<file path="src/rtl/serial_pkg.sv">
// Shared serial-frame definitions for the receiver and transmitter sides.
// Frame is start bit, DATA_BITS data bits LSB first, stop bit, no parity.
package serial_pkg;

  typedef enum logic [2:0] {
    IDLE,
    START,
    DATA,
    STOP,
    WAIT_IDLE
  } rx_state_e;

  localparam int   DATA_BITS   = 8;
  localparam logic START_LEVEL = 1'b0;
  localparam logic STOP_LEVEL  = 1'b1;

endpackage

</file>
<file path="src/rtl/sync_ff.sv">
// STAGES-deep synchroniser for an asynchronous level; all flops reset to 1.
// Latency STAGES cycles, no handshake.
module sync_ff #(
  parameter int STAGES = 2
) (
  input  logic clk_i,
  input  logic reset_i,
  input  logic d_i,
  output logic q_o
);

  logic [STAGES-1:0] sync_q;

  always_ff @(posedge clk_i) begin
    if (reset_i) begin
      sync_q <= '1;
    end else begin
      sync_q <= {sync_q[STAGES-2:0], d_i};
    end
  end

  assign q_o = sync_q[STAGES-1];

endmodule

</file>
<file path="src/rtl/serial_rx.sv">
// Oversampling serial receiver: strobes valid/frame_err SYNC_STAGES + CLKS_PER_BIT/2 + 9*CLKS_PER_BIT + 1
// cycles after the start-bit falling edge; no backpressure, a byte not consumed on the strobe is overwritten.
module serial_rx
  import serial_pkg::*;
#(
  parameter int CLKS_PER_BIT = 434,
  parameter int SYNC_STAGES  = 2
) (
  input  logic       sysclk,
  input  logic       reset,
  input  logic       rx_in,
  output logic [7:0] data,
  output logic       valid,
  output logic       frame_err,
  output logic       busy,
  output logic [7:0] rx_count
);

  localparam int TW = $clog2(CLKS_PER_BIT);
  localparam int IW = $clog2(DATA_BITS);
  localparam logic [TW-1:0] HALF_M1  = TW'(CLKS_PER_BIT / 2 - 1);
  localparam logic [TW-1:0] FULL_M1  = TW'(CLKS_PER_BIT - 1);
  localparam logic [IW-1:0] LAST_BIT = IW'(DATA_BITS - 1);

  logic                 rx_s;
  rx_state_e            state_q;
  logic [TW-1:0]        timer_q;
  logic [IW-1:0]        bit_idx_q;
  logic [DATA_BITS-1:0] shift_q;
  logic [DATA_BITS-1:0] shift_d;
  logic [7:0]           data_q;
  logic                 valid_q;
  logic                 frame_err_q;
  logic [7:0]           rx_count_q;
  logic [7:0]           rx_count_d;

  sync_ff #(
    .STAGES(SYNC_STAGES)
  ) u_sync (
    .clk_i  (sysclk),
    .reset_i(reset),
    .d_i    (rx_in),
    .q_o    (rx_s)
  );

  // LSB arrives first, so new bits enter at the top and shift down.
  assign shift_d    = {rx_s, shift_q[DATA_BITS-1:1]};
  assign rx_count_d = rx_count_q + 8'd1;

  always_ff @(posedge sysclk) begin
    if (reset) begin
      state_q     <= IDLE;
      timer_q     <= '0;
      bit_idx_q   <= '0;
      shift_q     <= '0;
      data_q      <= '0;
      valid_q     <= 1'b0;
      frame_err_q <= 1'b0;
      rx_count_q  <= '0;
    end else begin
      valid_q     <= 1'b0;
      frame_err_q <= 1'b0;
      case (state_q)
        IDLE: begin
          timer_q <= '0;
          if (rx_s == START_LEVEL) state_q <= START;
        end
        START: begin
          if (timer_q == HALF_M1) begin
            timer_q   <= '0;
            bit_idx_q <= '0;
            state_q   <= (rx_s == START_LEVEL) ? DATA : IDLE;
          end else begin
            timer_q <= timer_q + 1'b1;
          end
        end
        DATA: begin
          if (timer_q == FULL_M1) begin
            timer_q   <= '0;
            shift_q   <= shift_d;
            bit_idx_q <= bit_idx_q + 1'b1;
            if (bit_idx_q == LAST_BIT) state_q <= STOP;
          end else begin
            timer_q <= timer_q + 1'b1;
          end
        end
        STOP: begin
          if (timer_q == FULL_M1) begin
            timer_q <= '0;
            if (rx_s == STOP_LEVEL) begin
              data_q     <= shift_q;
              valid_q    <= 1'b1;
              rx_count_q <= rx_count_d;
              state_q    <= IDLE;
            end else begin
              frame_err_q <= 1'b1;
              state_q     <= WAIT_IDLE;
            end
          end else begin
            timer_q <= timer_q + 1'b1;
          end
        end
        WAIT_IDLE: begin
          // A held-low line must release before another start bit is accepted.
          timer_q <= '0;
          if (rx_s == STOP_LEVEL) state_q <= IDLE;
        end
        default: begin
          timer_q <= '0;
          state_q <= IDLE;
        end
      endcase
    end
  end

  assign data      = data_q;
  assign valid     = valid_q;
  assign frame_err = frame_err_q;
  assign busy      = (state_q != IDLE);
  assign rx_count  = rx_count_q;

endmodule

</file>
<file path="config.mk">
export PLATFORM = sky130hd
export DESIGN_NAME = serial_rx
export DESIGN_NICKNAME = d
export VERILOG_FILES = /design/src/rtl/serial_pkg.sv /design/src/rtl/sync_ff.sv /design/src/rtl/serial_rx.sv
export SDC_FILE = /design/constraint.sdc
export NUM_CORES = 1
export LEC_CHECK = 0
export ABC_AREA = 1
export BUFFER_PORTS_ARGS = -buffer_cell sky130_fd_sc_hd__buf_2
export CORE_MARGIN = 3
export CORE_UTILIZATION = 45
export DETAILED_ROUTE_END_ITERATION = 12
export PLACE_DENSITY = 0.75
export SKIP_LAST_GASP = 1
export SLEW_MARGIN = 10
export SYNTH_ARGS = -nofsm -noshare
export SYNTH_HDL_FRONTEND = slang
export SYNTH_SLANG_ARGS = --single-unit
</file>
<file path="constraint.sdc">
create_clock -name sysclk -period 1.4 [get_ports sysclk]
set_input_delay 0.14 -clock sysclk [delete_from_list [all_inputs] [get_ports sysclk]]
set_output_delay 0.14 -clock sysclk [all_outputs]
set_load 0.02 [all_outputs]
</file>
After elaboration in Yosys (flattened, before gate mapping)
Index checks and enable logic that the tools add are counted.
W data, S select, Z words.
{"block": "word_totals", "output_inout_bits": 19, "input_bits": 3, "regBits": 43, "elab_cells": 53}
{"block": "classes", "eq_ne": 13, "reduce_logical": 9, "mux": 17, "bitwise": 2, "n_addsub": 3}
{"operator": "$mux W3", "count": 9}
{"operator": "$mux W9", "count": 2}
{"operator": "$pmux W9 S2", "count": 1}
{"operator": "$pmux W3 S5", "count": 1}
{"operator": "$ne A2 B2 Y1 const B", "count": 5}
{"operator": "$add A9 B1 Y9 const B", "count": 1}
{"operator": "$eq A9 B8 Y1 const B", "count": 1}
{"operator": "$eq A9 B9 Y1 const B", "count": 1}
{"operator": "$add A8 B1 Y8 const B", "count": 1}
{"operator": "$eq A3 B2 Y1 const B", "count": 2}
{"operator": "$eq A3 B3 Y1 const B", "count": 2}
{"operator": "$pmux W3 S2", "count": 1}
{"operator": "$reduce_and A3 Y1", "count": 2}
{"operator": "$reduce_and A6 Y1", "count": 1}
{"operator": "$add A3 B1 Y3 const B", "count": 1}
{"operator": "$eq A3 B1 Y1 const B", "count": 1}
{"operator": "$logic_not A3 Y1", "count": 1}
{"operator": "$reduce_bool A3 Y1", "count": 1}
{"operator": "$reduce_or A3 Y1", "count": 1}
{"operator": "$mux W1", "count": 2}
{"operator": "$mux W2", "count": 1}
{"operator": "$ne A2 B1 Y1 const B", "count": 1}
{"operator": "$not A1 Y1", "count": 2}
{"operator": "$reduce_and A2 Y1", "count": 1}
{"operator": "2 further kinds", "count": 2}

Logic depth before layout (Yosys ltp)
Gate-level depths: netlist of run 1.
{"block": "logic_depth", "depth_word": 4, "ltp_mapped": 10, "depth_no_buf": 10}

Hierarchy
From an unflattened synthesis of run 1, not the netlist that was laid out.
{"block": "hier_totals", "hier_cells": 251, "area_unflattened_um2": 1943.1}
{"module": "serial_rx", "area_per_inst_um2": 1884.3, "cells_each": 244, "n_inst": 1, "seq_area_each_um2": 820.8}
{"module": "sync_ff", "area_per_inst_um2": 58.8, "cells_each": 7, "n_inst": 1, "seq_area_each_um2": 40.0}

Worst setup path before layout of run 1
OpenSTA, ideal clock, no wires.
{"block": "synth_path", "path_kind": "register -> register", "start": "register timer_q[0]", "end": "register bit_idx_q[1]", "setup_time_ps": 68, "synth_period_minus_slack_ps": 1366, "path_slack_ps": 34, "t_required_ps": 1332, "path_stages_with_launch": 9, "n_path_buf": 1, "arrival_ps": 1298, "cell_sequence": "dfxtp_1 ha_1 nand2_1 nor2_2 nand2_4 nor2_4 buf_6 nand2_2 a21oi_2"}
{"block": "synth_between", "elab_chain_cells": 3, "elab_cells_between_ends": 5, "classes_between": "eq/ne (4); reduce/logical (1)"}
{"item": "start: declaration", "line_no": "serial_rx.sv:27", "rtl": "logic [TW-1:0] timer_q;"}
{"item": "start signal: assignment", "line_no": "serial_rx.sv:74", "rtl": "timer_q <= timer_q + 1'b1;"}
{"item": "start signal: assignment", "line_no": "serial_rx.sv:84", "rtl": "timer_q <= timer_q + 1'b1;"}
{"item": "start signal: assignment", "line_no": "serial_rx.sv:100", "rtl": "timer_q <= timer_q + 1'b1;"}
{"item": "$eq A9 B9 Y1 / $eq A9 B8 Y1 (equally long branches)", "line_no": "serial_rx.sv:78, serial_rx.sv:69"}
{"item": "$ne A2 B2 Y1 (no line)"}
{"item": "$reduce_and A3 Y1 (no line) (*)"}
{"item": "end signal: assignment", "line_no": "serial_rx.sv:81", "rtl": "bit_idx_q <= bit_idx_q + 1'b1;"}
{"item": "end: declaration", "line_no": "serial_rx.sv:28", "rtl": "logic [IW-1:0] bit_idx_q;"}
Mark *: on every way between the ends. The rest lies on a longest branch, timed or not.
A chain may end at the register's enable or synchronous reset.

Final worst setup path of run 1
{"block": "layout_path", "start": "register timer_q[1]", "end": "register rx_count_q[3], in the netlist rx_count[3]"}
{"block": "layout_between", "elab_chain_cells": 2}
{"item": "$eq A9 B9 Y1", "line_no": "serial_rx.sv:88", "rtl": "if (timer_q == FULL_M1) begin"}
{"item": "$reduce_and A3 Y1 (no line)"}
{"item": "end signal: assignment", "line_no": "serial_rx.sv:93", "rtl": "rx_count_q <= rx_count_d;"}
{"item": "end: declaration", "line_no": "serial_rx.sv:34", "rtl": "logic [7:0] rx_count_q;"}
No other way between the ends.

==> results.toml, run 1 <==
[status]
run_status = "complete, but fails checks"
violations = "negative setup slack"

[route]
drt_wl_total_mm = 4.421
vias_per_cell = 5.080
ant_nets = 0
num_vias = 1773
wire_per_inst_um = 12.67
drt_iter0_drc = 101
drc_errors = 0
dr.pass1.iters = 4

[clocking]
clkTransAtPathRegs_ns = 0.08
clock_latency_ns = 0.30
cts_tree = "done"
htree_levels = 2
clock_path_buffers = 2
cts_sinks = 43
cts_root_buf = "clkbuf_8"
cts_made_buffers = 5

[global_routing]
grt_max_degree = 18
grt_overflow = 0
grt_pass1_wl_mm = 6.665
grt_pass1_vias = 1570
antenna_found_initial = 0
grtUsageTotal_pct = 16.43

[power_and_ir_drop]
power_density_nw_per_um2 = 1121
power_switching_uw = 945.9
seq_power_share_pct = 45.4
combPwrFrac_pct = 27.8
ir_drop_mv = 0.5821
clkPwrFrac_pct = 26.8
swShare_pct = 32.99
internal-power_mw = 1.922
leakagePower_nw = 1.088

[finish]
drive_above_1_share_pct = 39.13
fin_nets = 307
n_antenna_cell = 0
multi_input_area_um2 = 1095
seq_area_um2 = 870.8
final_common_cell = "dfxtp_1"
most-common-layout-cells = "37 x dfxtp_1, 33 x nand2_1, 28 x inv_1, 25 x nor2_1, 23 x a21oi_1"
post-route-util_pct = 62.58
area_growth_pct = 32.30
fillCellCount = 333
layout.cells.non_filler = 349

[setup_path]
crit_start = "timer_q[1]"
r2r_start = "timer_q[1]"
cp-start-kind = "flop"
end_kind = "flop"
slowest_stage = "dfxtp_2"
cp.arrival_ns = 1.70
worstSetupPathType = "flop to flop"
path_cells = "inv_2 > ha_4 > nand2_4 > nor2_4 > nand2_4 > nor2_4 > buf_6 > nand4_2 > a21oi_2"
crit_required_ns = 1.64
cpPeakStageDelay_ns = 0.33
r2r_cells = 9
cp_max_fo = 6

[synthesis]
syn_area_um2 = 1933
synth-seq-cells = 43
yosys_warnings = 0
synth_top_area_share_pct = 44.53
syn_inst = 250
synth.avg_cell_area_um2 = 7.732
ys_types = 27
synthesis.nets = 259
yosysSeqAreaShare_pct = 44.53
synth_top_area_cell = "dfxtp_1"
synth_area_leaders = "dfxtp_1 45%, nand2_1 7.6%, a21oi_1 6.5%, inv_1 5.6%, nor2_1 5.4%"

[hold_path]
hp-class = "input port to flop"
worstHoldStart = "rx_in"
hold_path_depth = 2

[place]
hpwl_mm = 2.753
dp.cells = 334
place_congestion = 0.9038
io_buffers = 21
place_ws_ns = -0.08384

[floorplanning]
die-width_um = 71.54
rows = 23
start_util_pct = 47.31
num_io_pins = 22
die_y_um = 71.54
dieArea_um2 = 5118
core_um2 = 4086

[sta]
hold_viol = 0
worst_slew_pin_slew_ns = 0.4131
rsz0062_at_grt = "true"
drv_slew = 0
finalCritPeriodShare_pct = 103.9
fin_worst_skew_ns = 0.01267
timing.hold.ws_ns = 0.02747
fin_ws_ns = -0.05495
relSlewSlack_pct = 72.31
setup_viol = 12
period_minus_slack_ns = 1.455
fmax_mhz = 687.3

[flow_run]
maxCapViolations = 0
worst paths after layout:
path	end	slack [ns]
min	u_sync.sync_q[0]	0.03
max reg2reg	rx_count[3]	-0.05
max	rx_count[3]	-0.05
min reg2reg	u_sync.sync_q[1]	0.42
through the flow:
stage	total power [mW]	cell area (um2)	setup TNS (ns)
5_1_grt	3.030	2557	-3.313
3_3_place_gp	1.845	2210	-0.06413
4_1_cts	2.678	2390	-0.1776
2_1_floorplan	1.706	1933	0
6_report	2.868	2557	-0.2546
3_5_place_dp	1.862	2210	-0.9101
layer usage:
metal | part of all wire (%) | vias to the layer above | GRT usage (%)
met5 | 0 | - | 0
met4 | 3.0 | 0 | 7.098
met3 | 4.1 | 12 | 4.208
met2 | 48 | 38 | 26.53
met1 | 45 | 821 | 20.73
li1 | - | 902 | -
logic make-up (layout without fill, tap and decap cells):
family | after synthesis | count (layout) | synth area share (%)
buffers and inverters | 38 | 86 | 8.608
adder cells (fa/ha/maj) | 6 | 6 | 3.883
flip-flops | 43 | 43 | 44.53
XOR/XNOR | 5 | 5 | 2.265
AO/OA/AOI/OAI | 51 | 51 | 14.11
AND/OR/NAND/NOR | 107 | 108 | 26.60
registers in the layout (all words and copies together) (netlist names):
name / cells
u_sync.sync_q: 2
state_q: 3
valid: 1
rx_count: 8
timer_q: 9
bit_idx_q: 3
frame_err: 1
data: 8
shift_q: 8
critical path, delay by kind of cell (launching register included):
kind | cells | cell delay (ns)
and+or+nand+nor | 5 | 0.54
DFF | 1 | 0.33
buffers and inverters | 2 | 0.24
adders and majority gates | 1 | 0.14
AOI/OAI and AO/OA | 1 | 0.14
cell usage after synthesis, drive strengths merged:
cell type	number
a21oi	29
dfxtp	43
nor2	33
xnor2	1
clkbuf	2
inv	32
nand2	44
or2	2
o21ai	21
nor3	9
buf	4
nand4	3
nor3b	3
xor2	4
nand3	13
ha	6
o21bai	1
power groups by stage:
stage               clock, mW  sequential (mW)  combinational (mW)
global placement            0             1.32               0.526
global route            0.857             1.31               0.864
CTS                     0.793             1.30               0.588
finish                  0.770             1.30               0.796
floorplan                   0             1.33               0.377
detailed placement          0             1.32               0.540
what timing repair did:
item                       in CTS  in global routing
buffers inserted                5                  1
cloned                          0                  1
resized for setup              22                 46
hold buffers                    0                  0
pin swaps                       7                 10
setup endpoints to repair      27                 39
final cells by class:
class / count / area share (%)
clock buffer: 6 / 2.838
tap: 50 / 2.446
multi-input combinational: 170 / 42.81
clock inverter: 2 / 0.4892
timing repair buffer: 46 / 12.67
sequential: 43 / 34.05
inverter: 32 / 4.697
Note: power is estimated with default switching activity, not from simulation.
==> run 2: changes to the inputs <==
--- a/config.mk
+++ b/config.mk
@@ -8,9 +8,9 @@
 export ABC_AREA = 1
 export BUFFER_PORTS_ARGS = -buffer_cell sky130_fd_sc_hd__buf_2
 export CORE_MARGIN = 3
-export CORE_UTILIZATION = 45
+export CORE_UTILIZATION = 51
 export DETAILED_ROUTE_END_ITERATION = 12
-export PLACE_DENSITY = 0.75
+export PLACE_DENSITY = 0.83
 export SKIP_LAST_GASP = 1
 export SLEW_MARGIN = 10
 export SYNTH_ARGS = -nofsm -noshare
==> constraint.sdc (replaced) <==
create_clock -name sysclk -period 1.4 [get_ports sysclk]
set_input_delay 0.14 -clock sysclk [delete_from_list [all_inputs] [get_ports sysclk]]
set_output_delay 0.14 -clock sysclk [all_outputs]
set_load 0.01 [all_outputs]
==> run 2 against run 1 <==
The flow still finishes with violations (negative setup slack). Sequential share of layout area decreased by 1.4 points. Global-route usage up 6.5 points. Non-clock buffer count fell by 2. Total power increased by 12%. Clock power increased by 47%. First-iteration DRC count up 110%. Highest routed layer unchanged.
==> results.toml, run 2 (synthesis results as in run 1) <==
[power_and_ir_drop]
clkPwrFrac_pct = 35.2
total_power_mw = 3.225
power_switching_uw = 960.2
swShare_pct = 29.77
ir_drop_mv = 0.7146
combPwrFrac_pct = 24.5
internal-power_mw = 2.265
power_density_nw_per_um2 = 1216
leakagePower_nw = 1.128
seq_power_share_pct = 40.4

[setup_path]
crit_buf_inv = 2
r2r_cells = 8
crit_family = "simple AND/OR/NAND/NOR gates"
crit_start = "state_q[1]"
cpPeakStageDelay_ns = 0.40
slowest_stage = "dfxtp_1"
worstSetupPathType = "flop to flop"
crit_required_ns = 1.63
r2r_start = "state_q[1]"
path_cells = "nand2_1 > nor2_4 > nand2_1 > nor2_4 > buf_12 > buf_12 > o21ai_2 > a21oi_1"
end_kind = "flop"
cp.arrival_ns = 1.88
cp_max_fo = 8
regToRegEndpoint = "data[1]"
reg2reg_slack_ns = -0.25
cp-start-kind = "flop"

[global_routing]
grt_max_degree = 19
grtUsageTotal_pct = 22.92
grt_pass1_vias = 1744
antenna_found_initial = 0
grt_overflow = 0
grt_pass1_wl_mm = 7.748

[clocking]
clock_latency_ns = 0.30
clkTransAtPathRegs_ns = 0.08
clock_path_buffers = 2
hold_buffers = 0
cts_root_buf = "clkbuf_8"
cts_sinks = 43
cts_tree = "done"
htree_levels = 2
cts_made_buffers = 5

[sta]
period_minus_slack_ns = 1.654
fin_worst_skew_ns = 0.008252
drv_slew = 0
finalCritPeriodShare_pct = 118.1
setup_viol = 30
fin_ws_ns = -0.2536
relSlewSlack_pct = 72.94
fmax_mhz = 604.7
worst_slew_pin_slew_ns = 0.4028
rsz0062_at_grt = "true"
hold_viol = 0

[flow_run]
maxCapViolations = 0

[floorplanning]
start_util_pct = 55.32
dieArea_um2 = 4565
die-width_um = 67.57
rows = 21
core_um2 = 3495
die_y_um = 67.57
num_io_pins = 22

[place]
hpwl_mm = 2.734
place_congestion = 0.8757
dp.cells = 327
io_buffers = 21

[finish]
fin_nets = 304
fillCellCount = 204
area_growth_pct = 37.22
final_common_cell = "dfxtp_1"
most-common-layout-cells = "40 x dfxtp_1, 31 x nand2_1, 27 x inv_1, 24 x nor2_1, 21 x buf_2"
drive_above_1_share_pct = 39.86
layout.cells.non_filler = 342
n_antenna_cell = 0
largest_register_ffs = 9
top_register = "timer_q"

[hold_path]
worstHoldStart = "rx_in"
hp-class = "input port to flop"
hold_path_end = "u_sync.sync_q[0]"
hold_path_depth = 2

[route]
dr.pass1.iters = 5
drc_errors = 0
ant_nets = 0
drt_iter0_drc = 208
vias_per_cell = 5.661
drt_wl_total_mm = 5.771
num_vias = 1936
wire_per_inst_um = 16.87

[status]
run_status = "complete, but fails checks"
violations = "negative setup slack"
run 2: cell count changes in the layout (fill, tap and decap cells not counted), moves of 2 or more:
cell / previous run / this run
a21oi_1: 23 / 19
a21oi_2: 5 / 9
buf_12: 1 / 3
buf_4: 19 / 14
bufinv_16: 0 / 2
dfxtp_1: 37 / 40
dfxtp_2: 5 / 2
nand2_1: 33 / 31
nor3_2: 6 / 4
run 2: layer usage:
layer	wire length, um	vias to the layer above	GRT usage (%)
met3	391	31	5.824
met4	297	0	13.67
met5	0	-	0
li1	-	894	-
met2	2892	111	38.52
met1	2190	900	25.92
run 2: how the worst max path moves through the flow:
stage / end / cells past startpoint / slack (ns)
2_1_floorplan: bit_idx_q[1] / 8 / 0.03
3_3_place_gp: state_q[1] / 10 / -0.05
3_5_place_dp: data[3] / 9 / -0.12
4_1_cts: data[3] / 10 / -0.09
5_1_grt: state_q[1] / 7 / -0.29
6_report: data[1] / 8 / -0.25
run 2: cell type report:
| cell class | count | area, um2 | area share [%] |
|---|---|---|---|
| Timing Repair Buffer | 44 | 354.1 | 13.35 |
| Clock buffer | 6 | 72.57 | 2.736 |
| Inverter | 32 | 122.6 | 4.623 |
| Sequential cell | 43 | 867.1 | 32.69 |
| Multi-Input combinational cell | 169 | 1119 | 42.17 |
| Clock inverter | 2 | 60.06 | 2.264 |
| Tap cell | 46 | 57.56 | 2.170 |
run 2: what timing repair did:
item | in CTS | in global routing
resized for setup | 38 | 37
setup endpoints to repair | 37 | 39
gates cloned | 1 | 0
setup buffers | 4 | 2
pin swaps | 10 | 18
run 2: worst reg2reg max path: stages, from the launching register on:
cell	delay [ns]
dfxtp_1	0.40
nand2_1	0.20
nor2_4	0.20
nand2_1	0.13
nor2_4	0.19
buf_12	0.15
buf_12	0.13
o21ai_2	0.06
a21oi_1	0.14
run 2: metrics by stage:
step | setup WS, ns | util [%] | area [um2] | hold slack, ns | setup TNS, ns
final | -0.2536 | 75.90 | 2653 | 0.02372 | -4.746
after global routing | -0.2861 | 75.90 | 2653 | 0.01985 | -7.446
after CTS | -0.08945 | 71.61 | 2502 | 0.01664 | -1.139
after detailed placement | -0.1199 | 62.80 | 2195 | 0.3263 | -2.200
after global placement | -0.05121 | 62.80 | 2195 | 0.3220 | -0.05121
after floorplan | 0.03418 | - | 1933 | 0.2438 | 0
run 2: power groups by stage:
stage                     sequential, mW  combinational [mW]  clock, mW
after floorplan                     1.33               0.360          0
after global placement              1.32               0.512          0
after detailed placement            1.32               0.516          0
after CTS                           1.30               0.630       1.14
after global routing                1.31               0.823       1.20
final                               1.30               0.789       1.13
==> run 3: changes to the inputs <==
--- a/config.mk
+++ b/config.mk
@@ -8,9 +8,10 @@
 export ABC_AREA = 1
 export BUFFER_PORTS_ARGS = -buffer_cell sky130_fd_sc_hd__buf_2
 export CORE_MARGIN = 3
-export CORE_UTILIZATION = 51
+export CORE_UTILIZATION = 54
+export CTS_BUF_LIST = sky130_fd_sc_hd__clkbuf_2 sky130_fd_sc_hd__clkbuf_4 sky130_fd_sc_hd__clkbuf_8
 export DETAILED_ROUTE_END_ITERATION = 12
-export PLACE_DENSITY = 0.83
+export PLACE_DENSITY = 0.86
 export SKIP_LAST_GASP = 1
 export SLEW_MARGIN = 10
 export SYNTH_ARGS = -nofsm -noshare
==> run 3 against run 2 <==
The run still ends with negative setup slack left. Critical path depth shrank 1. Sequential share of layout area decreased by 1.0 points. Wire length shrank 0.42%. Hold slack better by 0.045 ns. Design area increased by 3.6%. Non-clock buffer count up 8. Clock skew is 0.0063 ns higher. Register-to-register slack better by 0.09 ns. Sequential cell count unchanged. Highest routed layer unchanged.
==> results.toml, run 3 (synthesis results as in run 1) <==
[sta]
finalCritPeriodShare_pct = 111.5
period_minus_slack_ns = 1.561
worst_slew_pin_slew_ns = 0.4437
fin_worst_skew_ns = 0.01457
rsz0062_at_grt = "true"
fin_setup_tns_ns = -2.376
fin_ws_ns = -0.1611
relSlewSlack_pct = 70.26
setup_viol = 29
fmax_mhz = 640.6
timing.hold.ws_ns = 0.06921
drv_slew = 0
hold_viol = 0

[power_and_ir_drop]
swShare_pct = 36.29
ir_drop_mv = 0.6863
power_density_nw_per_um2 = 1014
combPwrFrac_pct = 28.6
power_switching_mw = 1.011
clkPwrFrac_pct = 24.1
total_power_mw = 2.786
internal-power_mw = 1.775
seq_power_share_pct = 47.3
leakagePower_nw = 1.165

[floorplanning]
start_util_pct = 57.03
core_um2 = 3390
die_y_um = 65.83
die-width_um = 65.83
dieArea_um2 = 4334
num_io_pins = 22
rows = 21

[clocking]
clock_path_buffers = 2
cts_root_buf = "clkbuf_4"
cts_sinks = 43
cts_made_buffers = 5
htree_levels = 2
cts_tree = "done"
clock_latency_ns = 0.39
clkTransAtPathRegs_ns = 0.14

[setup_path]
cp_max_fo = 4
path_cells = "nand2_1 > nor2_1 > inv_1 > nor2_4 > buf_4 > o21ai_0 > a21oi_1"
crit_buf_inv = 2
cp.arrival_ns = 1.88
crit_family = "simple AND/OR/NAND/NOR gates"
slowest_stage = "dfxtp_2"
crit_required_ns = 1.72
cp-start-kind = "flop"
cpPeakStageDelay_ns = 0.40
worstSetupPathType = "flop to flop"
end_kind = "flop"

[global_routing]
grtUsageTotal_pct = 22.45
grt_overflow = 0
grt_pass1_vias = 1616
grt_max_degree = 25
antenna_found_initial = 0
grt_pass1_wl_mm = 7.307

[finish]
area_growth_pct = 42.20
final_common_cell = "dfxtp_1"
layout.cells.non_filler = 351
multi_input_area_um2 = 1232
top_register = "timer_q"
most-common-layout-cells = "37 x dfxtp_1, 31 x nand2_1, 26 x inv_1, 22 x nor2_1"
drive_above_1_share_pct = 45.90
seq_area_um2 = 870.8
largest_register_ffs = 9
final_area_um2 = 2749
post-route-util_pct = 81.10
fillCellCount = 179
n_antenna_cell = 0
fin_nets = 313

[place]
io_buffers = 21
place_area_um2 = 2187
place_ws_ns = -0.09644
dp.cells = 326
place_congestion = 0.8448
hpwl_mm = 2.635

[route]
ant_nets = 0
drc_errors = 0
num_vias = 1956
vias_per_cell = 5.573
drt_iter0_drc = 203
drt_wl_total_mm = 5.747
dr.pass1.iters = 4
wire_per_inst_um = 16.37

[flow_run]
maxCapViolations = 0

[status]
violations = "negative setup slack"
run_status = "complete, but fails checks"

[hold_path]
hp-class = "input port to flop"
-- run 3: cell count changes in the layout (fill, tap and decap cells not counted), sizes merged --
cell	delta
dlygate4sd3	+1
clkinv	+2
bufinv	-2
clkinvlp	+1
buf	+6
nand2	+1
-- run 3: metal layers --
metal | vias to the layer above | global-route usage, % | wire length [um]
met2 | 88 | 36.55 | 2921
li1 | 916 | - | -
met1 | 934 | 26.69 | 2261
met3 | 18 | 4.932 | 398
met5 | - | 0 | 0
met4 | 0 | 13.73 | 166
-- run 3: worst paths after layout --
| path | startpoint | to | slack [ns] | cells past startpoint |
|---|---|---|---|---|
| max | state_q[1] | bit_idx_q[0] | -0.16 | 7 |
| min | reset | state_q[0] | 0.07 | 2 |
| max reg2reg | state_q[1] | bit_idx_q[0] | -0.16 | 7 |
| min reg2reg | u_sync.sync_q[0] | u_sync.sync_q[1] | 0.44 | 1 |
-- run 3: area by class of cell --
type,count,area share (%)
Multi-Input combinational cell,170,44.83
Sequential cell,43,31.68
Timing Repair Buffer,52,14.75
Inverter,32,4.370
Tap cell,46,2.094
Clock buffer,5,1.365
Clock inverter,3,0.9103
-- run 3: repair_timing --
item,in CTS,in global routing
hold endpoints to repair,1,0
gates cloned,1,2
buffers inserted,10,5
hold buffers,1,0
resized for setup,23,82
setup endpoints to repair,29,38
pin swaps,11,15
-- run 3: power by group through the flow --
stage	Combinational, mW	Clock (mW)	Sequential (mW)
after floorplan	0.360	0	1.33
after global placement	0.501	0	1.33
after global routing	0.863	0.722	1.32
after CTS	0.563	0.668	1.31
final	0.797	0.671	1.32
after detailed placement	0.505	0	1.33
